`config.mk`:
```
export PLATFORM = sky130hd
export DESIGN_NAME = cobra_boot_ctrl
export DESIGN_NICKNAME = d
export VERILOG_FILES = /design/src/rtl/cobra_boot_ctrl.sv
export SDC_FILE = /design/constraint.sdc
export NUM_CORES = 1
export LEC_CHECK = 0
export ABC_CLOCK_PERIOD_IN_PS = 9900
export CORE_MARGIN = 3
export CORE_UTILIZATION = 55
export DETAILED_ROUTE_END_ITERATION = 12
export PLACE_DENSITY = 0.79
export SLEW_MARGIN = 20
export SYNTH_ARGS = -nofsm -noshare
export SYNTH_HDL_FRONTEND = slang
export SYNTH_SLANG_ARGS = --single-unit
```
`constraint.sdc`:
```
create_clock -name clk_i -period 9.9 [get_ports clk_i]
set_input_delay 1.98 -clock clk_i [delete_from_list [all_inputs] [get_ports clk_i]]
set_output_delay 1.98 -clock clk_i [all_outputs]
set_load 0.01 [all_outputs]
```
`src/rtl/cobra_boot_ctrl.sv`:
```
// cobra_boot_ctrl: byte-stream image loader and run/step controller for CYBERcobra (optional COBRA_BOOT_CHECKSUM_EN)
module cobra_boot_ctrl #(
  parameter int ADDR_W = 10
) (
  input  logic              clk_i,
  input  logic              rst_i,
  input  logic [7:0]        rx_data_i,
  input  logic              rx_valid_i,
  output logic              rx_ready_o,
  input  logic              load_req_i,
  input  logic              start_i,
  input  logic              run_i,
  input  logic              step_i,
  output logic              imem_we_o,
  output logic [ADDR_W-1:0] imem_addr_o,
  output logic [31:0]       imem_wdata_o,
  output logic              core_rst_o,
  output logic              core_en_o,
  output logic [2:0]        state_o,
  output logic              err_o
);
  typedef enum logic [2:0] {IDLE = 3'd0, LEN = 3'd1, LOAD = 3'd2, CSUM = 3'd3, RUN = 3'd4, ERR = 3'd5} state_t;
`ifdef COBRA_BOOT_CHECKSUM_EN
  localparam state_t DONE = CSUM;
`else
  localparam state_t DONE = RUN;
`endif
  localparam logic [16:0] CAP = 17'(1) << ADDR_W;
  state_t state_q, state_d;
  logic [1:0] bcnt_q, bcnt_d;
  logic [15:0] len_q, len_d, wcnt_q, wcnt_d, n;
  logic [ADDR_W-1:0] addr_q, addr_d;
  logic [23:0] asm_q, asm_d;
  logic [31:0] wdata_q, wdata_d;
  logic we_q, we_d, s1_q, s2_q, pulse_q;
  logic acc, lenb, last, wdone;
`ifdef COBRA_BOOT_CHECKSUM_EN
  logic [7:0] csum_q, csum_d;
`endif
  assign acc = rx_valid_i & rx_ready_o;
  assign n = {rx_data_i, len_q[7:0]};
  assign lenb = acc && state_q == LEN && bcnt_q[0];
  assign wdone = acc && state_q == LOAD && bcnt_q == 2'd3 && !load_req_i;
  assign last = wdone && wcnt_q + 16'd1 == len_q;
  assign imem_we_o = we_q;
  assign imem_addr_o = addr_q;
  assign imem_wdata_o = wdata_q;
  // state register
  always_ff @(posedge clk_i or posedge rst_i)
    if (rst_i) state_q <= IDLE;
    else state_q <= state_d;
  // next state: a load request overrides every other transition
  always_comb begin
    state_d = load_req_i ? LEN :
              (state_q == IDLE && start_i) ? RUN :
              lenb ? ({1'b0, n} > CAP ? ERR : n == 16'd0 ? DONE : LOAD) :
              last ? DONE :
`ifdef COBRA_BOOT_CHECKSUM_EN
              (acc && state_q == CSUM) ? (rx_data_i == csum_q ? RUN : ERR) :
`endif
              state_q;
  end
  // outputs decoded from the current state
  always_comb begin
    rx_ready_o = state_q inside {LEN, LOAD, CSUM};
    core_rst_o = state_q != RUN;
    core_en_o = state_q == RUN && (run_i || pulse_q);
    err_o = state_q == ERR;
    state_o = state_q;
  end
  // datapath next values: counters clear on a load request, address advances the cycle after a write
  always_comb begin
    bcnt_d = (load_req_i || lenb) ? 2'd0 : acc ? bcnt_q + 2'd1 : bcnt_q;
    len_d = load_req_i ? 16'd0 : (acc && state_q == LEN) ? (bcnt_q[0] ? n : {8'h00, rx_data_i}) : len_q;
    asm_d = acc ? {rx_data_i, asm_q[23:8]} : asm_q;
    wdata_d = wdone ? {rx_data_i, asm_q} : wdata_q;
    we_d = wdone;
    wcnt_d = load_req_i ? 16'd0 : wdone ? wcnt_q + 16'd1 : wcnt_q;
    addr_d = load_req_i ? '0 : (we_q && wcnt_q < len_q) ? wcnt_q[ADDR_W-1:0] : addr_q;
`ifdef COBRA_BOOT_CHECKSUM_EN
    csum_d = load_req_i ? 8'h00 : (acc && state_q == LOAD) ? csum_q ^ rx_data_i : csum_q;
`endif
  end
  // datapath registers and step synchronizer / edge detector
  always_ff @(posedge clk_i or posedge rst_i)
    if (rst_i) begin
      bcnt_q <= '0;
      len_q <= '0;
      asm_q <= '0;
      wdata_q <= '0;
      we_q <= 1'b0;
      wcnt_q <= '0;
      addr_q <= '0;
      s1_q <= 1'b0;
      s2_q <= 1'b0;
      pulse_q <= 1'b0;
`ifdef COBRA_BOOT_CHECKSUM_EN
      csum_q <= '0;
`endif
    end else begin
      bcnt_q <= bcnt_d;
      len_q <= len_d;
      asm_q <= asm_d;
      wdata_q <= wdata_d;
      we_q <= we_d;
      wcnt_q <= wcnt_d;
      addr_q <= addr_d;
      s1_q <= step_i;
      s2_q <= s1_q;
      pulse_q <= s1_q & ~s2_q & ~run_i;
`ifdef COBRA_BOOT_CHECKSUM_EN
      csum_q <= csum_d;
`endif
    end
endmodule
```
==> impl_metrics.csv, run 1 <==
group,metric,value,unit
clock_network,clk_latency,0.39,ns
sta,fmax,0.196,GHz
logic_synthesis,ys_types,55,
floorplanning,core_area,9330,um^2
clock_network,clock_path_buffers,2,
floorplanning,initial_core_util,57.0,%
clock_network,cts_htree_levels,3,
global_routing,grt_first_pass_wirelength,19800,um
clock_network,cts_hold_buf,0,
global_routing,grtUsageTotal,22.4,%
sta,fin_worst_skew,0.0185,ns
drt,via_per_inst,5.63,
global_routing,grt_pass1_vias,4172,
sta,fin_crit,5.10,ns
drt,wl,11400,um
clock_network,post-cts-setup-buffers,0,
logic_synthesis,synth_top_area_share,50.4,%
logic_synthesis,syn_avg_cell_area,10.0,um^2
sta,rsz0062_at_grt,"false",
logic_synthesis,synth-compound-area-share,9.47,%
drt,drt-wirelength-per-cell,15.9,um
worst_setup_path,end_kind,"output port",
worst_setup_path,path_class,"input port to output port",
final_layout,syn2layout_area_growth,17.6,%
sta,tightest_slew,0.777,ns
floorplanning,die_x,104,um
clock_network,cts_sinks,107,
placed_design,routabilityCongestion,0.918,
logic_synthesis,yosys-top-cells-count,"113 x nand2_1, 107 x dfrtp_1, 26 x nor2_1",
final_layout,final_cell_area,6250,um^2
clock_network,cts_tree,"yes",
clock_network,ctsResizeCount,0,
drt,detail-route-antenna-nets,0,
power_and_ir_drop,ir_drop,0.0862,mV
clock_network,clk_transition_reported_paths,0.11,ns
global_routing,overflow,0,
logic_synthesis,syn_inst,529,
final_layout,n_fill_cell,731,
outcome,status,"complete, no violations",
placed_design,dp_slack,4.81,ns
drt,drtIter0Drc,204,
drt,drcViolationCount,0,
drt,vias,4028,
floorplanning,rows,35,
clock_network,root_buffer,"clkbuf_8",
drt,drtPass1Iterations,4,
final_layout,drive_gt1_share,9.54,%
logic_synthesis,synth_edf_count,0,
placed_design,post-dp-hpwl,8000,um
final_layout,final_nets,615,
logic_synthesis,yosysSeqAreaShare,50.4,%
logic_synthesis,synth_top_family_by_area,"simple AND/OR/NAND/NOR gates",
sta,timing.slew.headroom,48.2,%
worst_setup_path,start_kind,"input port",
logic_synthesis,synth_seq_cells,107,
sta,worst_slack,4.80,ns
worst_setup_path,crit_arrival,3.12,ns
logic_synthesis,synthAdderAreaFrac,4.24,%
logic_synthesis,synth-simple-area-share,20.2,%
logic_synthesis,ys_warn_count,0,
global_routing,grt_max_degree,64,
placed_design,io_buffers,64,
clock_network,numCtsBuffers,9,
placed_design,placed_area,6040,um^2
logic_synthesis,synth_ff_type,"dfrtp_1",
worst_setup_path,critPathMaxFanout,2,
run,maxCapViolCount,0,
floorplanning,die_h,104,um
logic_synthesis,synth_mux_area_share,7.37,%
sta,final.period_utilization,51.5,%
global_routing,antenna_found_initial,0,
logic_synthesis,synthArstFlopShare,100,%
logic_synthesis,synthTopCellsByArea,"dfrtp_1 50%, nand2_1 8.0%, mux2_2 5.3%, ha_1 4.2%, a22o_1 2.8%",
sta,drv_slew,0,
final_layout,insertedDiodeCount,0,
sta,tns,0,ns
logic_synthesis,synth_top_area_cell,"dfrtp_1",
final_layout,fin_util,67.0,%
logic_synthesis,yosys.area_share.xor_xnor,4.45,%
floorplanning,dieArea,10900,um^2
worst_hold_path,min_path_type,"flop to flop",
logic_synthesis,synth_most_common_cell,"nand2_1",
power_and_ir_drop,powerDensity,138,nW/um^2
logic_synthesis,syn_nets,562,
logic_synthesis,synth_area,5310,um^2
worst_setup_path,required,7.92,ns
power_and_ir_drop,power.leakage,2.78,nW
floorplanning,num_io_pins,65,
sta,setup_violations,0,
sta,hold_viol_final,0,
## placed cells by master (no fill, tap or decap), types with 2 or more instances in the layout
| cell | netlist | routed |
|---|---|---|
| nand2_1 | 113 | 113 |
| clkbuf_8 | 0 | 9 |
| inv_8 | 0 | 3 |
| dfrtp_1 | 107 | 107 |
| ha_1 | 18 | 18 |
| nand2b_1 | 23 | 23 |
| nor4_1 | 5 | 5 |
| and2_1 | 4 | 4 |
| clkdlybuf4s50_1 | 0 | 64 |
| buf_4 | 2 | 5 |
| o21ai_0 | 18 | 18 |
| o21a_1 | 2 | 2 |
| inv_1 | 22 | 21 |
| a211oi_1 | 2 | 2 |
| a22o_1 | 17 | 17 |
| a21oi_1 | 12 | 12 |
| nor2_1 | 26 | 25 |
| nor2b_1 | 5 | 5 |
| nor3_1 | 3 | 3 |
| mux2i_1 | 11 | 11 |
| o31ai_1 | 5 | 5 |
| mux2_2 | 25 | 25 |
| nand4_1 | 9 | 9 |
| nor3b_1 | 5 | 5 |
| xnor2_1 | 16 | 16 |
| nand3_1 | 10 | 10 |
| xor2_1 | 11 | 11 |
| a31oi_1 | 4 | 4 |
| and3_1 | 3 | 3 |
## stage by stage
step,power (mW),std cells,hold slack (ns)
6_report,0.860,716,0.386
3_5_place_dp,0.596,700,0.363
2_1_floorplan,0.561,529,0.346
4_1_cts,0.870,716,0.389
3_3_place_gp,0.590,700,0.358
5_1_grt,0.898,716,0.405
## cells by family after synthesis
family | count (synthesis)
adders and majority gates | 18
DFF | 107
muxes | 36
buffers and inverters | 49
AOI/OAI and AO/OA | 73
xor gates and xnor gates | 27
and+or+nand+nor | 219
## per-layer routing
metal  GRT usage [%]  share of wire [%]  vias up
met2            37.5                 49      117
li1                -                  -     1918
met4            7.69                1.7        0
met3            4.16                6.0       17
met5               0                  0        -
met1            29.4                 43     1976
## where the power goes
part           internal [mW]  switching, mW
registers              0.468         0.0242
logic                 0.0497         0.0445
clock network          0.104          0.170
total                  0.621          0.238
## registers in the layout, indices dropped and copies added (netlist names)
register / count
state_o: 3
len_q: 16
imem_wdata_o: 32
imem_we_o: 1
s1_q: 1
pulse_q: 1
wcnt_q: 16
imem_addr_o: 10
bcnt_q: 2
asm_q: 24
s2_q: 1
## layout make-up
cell class / instances / area, um^2 / area share [%]
flip-flops and latches: 107 / 2680 / 42.9
clock buffers: 9 / 124 / 1.98
well taps: 129 / 161 / 2.58
multi-input cells: 373 / 2440 / 39.0
clock inverters: 7 / 83.8 / 1.34
inverters: 22 / 85.1 / 1.36
repair buffers: 69 / 678 / 10.9
## path summary, 6_finish.rpt
| kind | start | endpoint | slack (ns) | depth (start not counted) |
|---|---|---|---|---|
| worst max-delay path | run_i | core_en_o | 4.80 | 4 |
| worst min-delay path | s1_q | s2_q | 0.39 | 0 |
| worst max register to register | bcnt_q[0] | state_o[1] | 7.40 | 8 |
| worst min register to register | s1_q | s2_q | 0.39 | 0 |
| max in group asynchronous | rst_i | asm_q[8] | 6.74 | 3 |
| min in group asynchronous | rst_i | pulse_q | 1.99 | 2 |
## worst max-delay path, cell delays in order
cell,delay [ns]
clkdlybuf4s50_1,0.48
nor2_1,0.04
nor2_1,0.08
clkdlybuf4s50_1,0.54
Power figures use the tool's default switching activity.
==> inputs of run 2 (changes only) <==
- ABC_CLOCK_PERIOD_IN_PS: 9900 -> 4930
- clock period: 9.9 -> 4.93 ns (I/O delays scaled with it)
==> impl_metrics.csv, run 2 (synthesized netlist as in run 1, its figures left out) <==
group,metric,value,unit
outcome,status,"complete, no violations",
clock_network,clk_latency,0.38,ns
final_layout,final_cells,716,
clock_network,cts_hold_buf,0,
placed_design,routabilityCongestion,0.899,
power_and_ir_drop,power,1.75,mW
global_routing,grt_max_degree,76,
sta,rsz0062_at_grt,"false",
final_layout,final_cell_mix,"113 x nand2_1, 107 x dfrtp_1, 64 x clkdlybuf4s50_1",
floorplanning,die_x,104,um
power_and_ir_drop,power.leakage,2.78,nW
floorplanning,dieArea,10900,um^2
worst_setup_path,critPathMaxFanout,2,
sta,tightest_slew,0.892,ns
clock_network,cts_tree,"yes",
sta,setup_violations,0,
final_layout,drive_gt1_share,9.54,%
power_and_ir_drop,swShare,28.3,%
sta,fin_worst_skew,0.0163,ns
global_routing,grt_pass1_vias,4127,
sta,final.period_utilization,62.9,%
drt,drtIter0Drc,338,
sta,timing.slew.headroom,40.5,%
worst_setup_path,cp_slowest_cell,"clkdlybuf4s50_1",
power_and_ir_drop,p_int,1.25,mW
floorplanning,num_io_pins,65,
clock_network,clk_transition_reported_paths,0.12,ns
worst_setup_path,crit_arrival,2.12,ns
drt,drtPass1Iterations,5,
sta,holdWs,0.384,ns
worst_hold_path,whs_path_depth,0,
placed_design,post-dp-hpwl,8380,um
power_and_ir_drop,power_frac_comb,11.0,%
worst_setup_path,required,3.94,ns
placed_design,placedCellCount,700,
floorplanning,die_h,104,um
drt,detail-route-antenna-nets,0,
worst_setup_path,r2r_cells,8,
run,maxCapViolCount,0,
clock_network,cts_sinks,107,
drt,drcViolationCount,0,
sta,drv_slew,0,
worst_setup_path,critical-path-max-stage-delay,0.54,ns
drt,via_per_inst,5.62,
power_and_ir_drop,ir_drop,0.165,mV
power_and_ir_drop,powerDensity,279,nW/um^2
worst_hold_path,worstHoldEndpoint,"s2_q",
global_routing,grt_first_pass_wirelength,20200,um
placed_design,io_buffers,64,
worst_setup_path,end_kind,"output port",
worst_setup_path,path_cells,"clkdlybuf4s50_1 -> nor2_1 -> nor2_1 -> clkdlybuf4s50_1",
floorplanning,rows,35,
clock_network,clock_path_buffers,2,
worst_hold_path,holdCritStartpoint,"s1_q",
clock_network,numCtsBuffers,9,
worst_setup_path,crit-reg2reg-launch,"wcnt_q[0]",
final_layout,syn2layout_area_growth,17.8,%
power_and_ir_drop,seqPwrFrac,56.5,%
drt,drt-wirelength-per-cell,16.5,um
global_routing,grtUsageTotal,22.6,%
sta,hold_viol_final,0,
final_layout,largest_reg_flops,32,
sta,fmax,0.322,GHz
worst_setup_path,start_kind,"input port",
clock_network,ctsResizeCount,0,
global_routing,overflow,0,
clock_network,root_buffer,"clkbuf_8",
clock_network,post-cts-setup-buffers,0,
worst_setup_path,rr_endpoint,"state_o[1]",
worst_setup_path,reg2reg_slack,2.38,ns
final_layout,fin_util,67.1,%
global_routing,antenna_found_initial,0,
floorplanning,core_area,9330,um^2
clock_network,cts_htree_levels,3,
power_and_ir_drop,p_sw,0.496,mW
power_and_ir_drop,power.clock.fraction,32.4,%
drt,wl,11800,um
drt,vias,4024,
floorplanning,initial_core_util,57.0,%
final_layout,final_common_cell,"nand2_1",
worst_hold_path,min_path_type,"flop to flop",
sta,tns,0,ns
worst_setup_path,path_class,"input port to output port",
final_layout,insertedDiodeCount,0,
final_layout,final_nets,615,
sta,fin_crit,3.10,ns
run 2: cell counts in the layout (fill, tap and decap cells not counted):
Identical to the previous run, type by type.
run 2: worst max-delay path by stage:
stage	start	to	slack (ns)	depth (start not counted)
2_1_floorplan	rst_i	asm_q[0]	1.13	1
3_3_place_gp	load_req_i	imem_wdata_o[24]	1.59	7
3_5_place_dp	load_req_i	imem_wdata_o[20]	1.54	7
4_1_cts	run_i	core_en_o	1.82	4
5_1_grt	load_req_i	wcnt_q[5]	1.74	7
6_report	run_i	core_en_o	1.83	4
run 2: area by class of cell:
type / count / area (um^2)
Multi-Input combinational cell: 373 / 2440
Tap cell: 129 / 161
Sequential cell: 107 / 2680
Clock inverter: 7 / 93.8
Inverter: 22 / 85.1
Timing Repair Buffer: 69 / 678
Clock buffer: 9 / 124
Fill cell: 733 / 3070
run 2: metal layers:
metal / GRT usage (%) / vias to the layer above / wire length (um)
li1: - / 1907 / -
met1: 30.6 / 1964 / 5260
met3: 4.41 / 30 / 588
met4: 8.64 / 0 / 304
met2: 36.1 / 123 / 5690
met5: 0 / - / 0
run 2: critical path, delay by kind of cell:
family / cells / cell delay [ns]
and+or+nand+nor: 2 / 0.13
buffers and inverters: 2 / 1.01
run 2: power by group through the flow:
stage | clock network [mW] | logic [mW] | registers, mW
after detailed placement | 0 | 0.194 | 1.01
after floorplan | 0 | 0.136 | 0.990
after global placement | 0 | 0.187 | 1.00
after CTS | 0.581 | 0.196 | 0.988
after global routing | 0.615 | 0.212 | 0.997
final | 0.567 | 0.193 | 0.989
run 2: metrics by stage:
step                      cell area, um^2  setup WS, ns
final                                6260          1.83
after global routing                 6260          1.74
after CTS                            6260          1.82
after detailed placement             6040          1.54
after global placement               6040          1.59
after floorplan                      5310          1.13
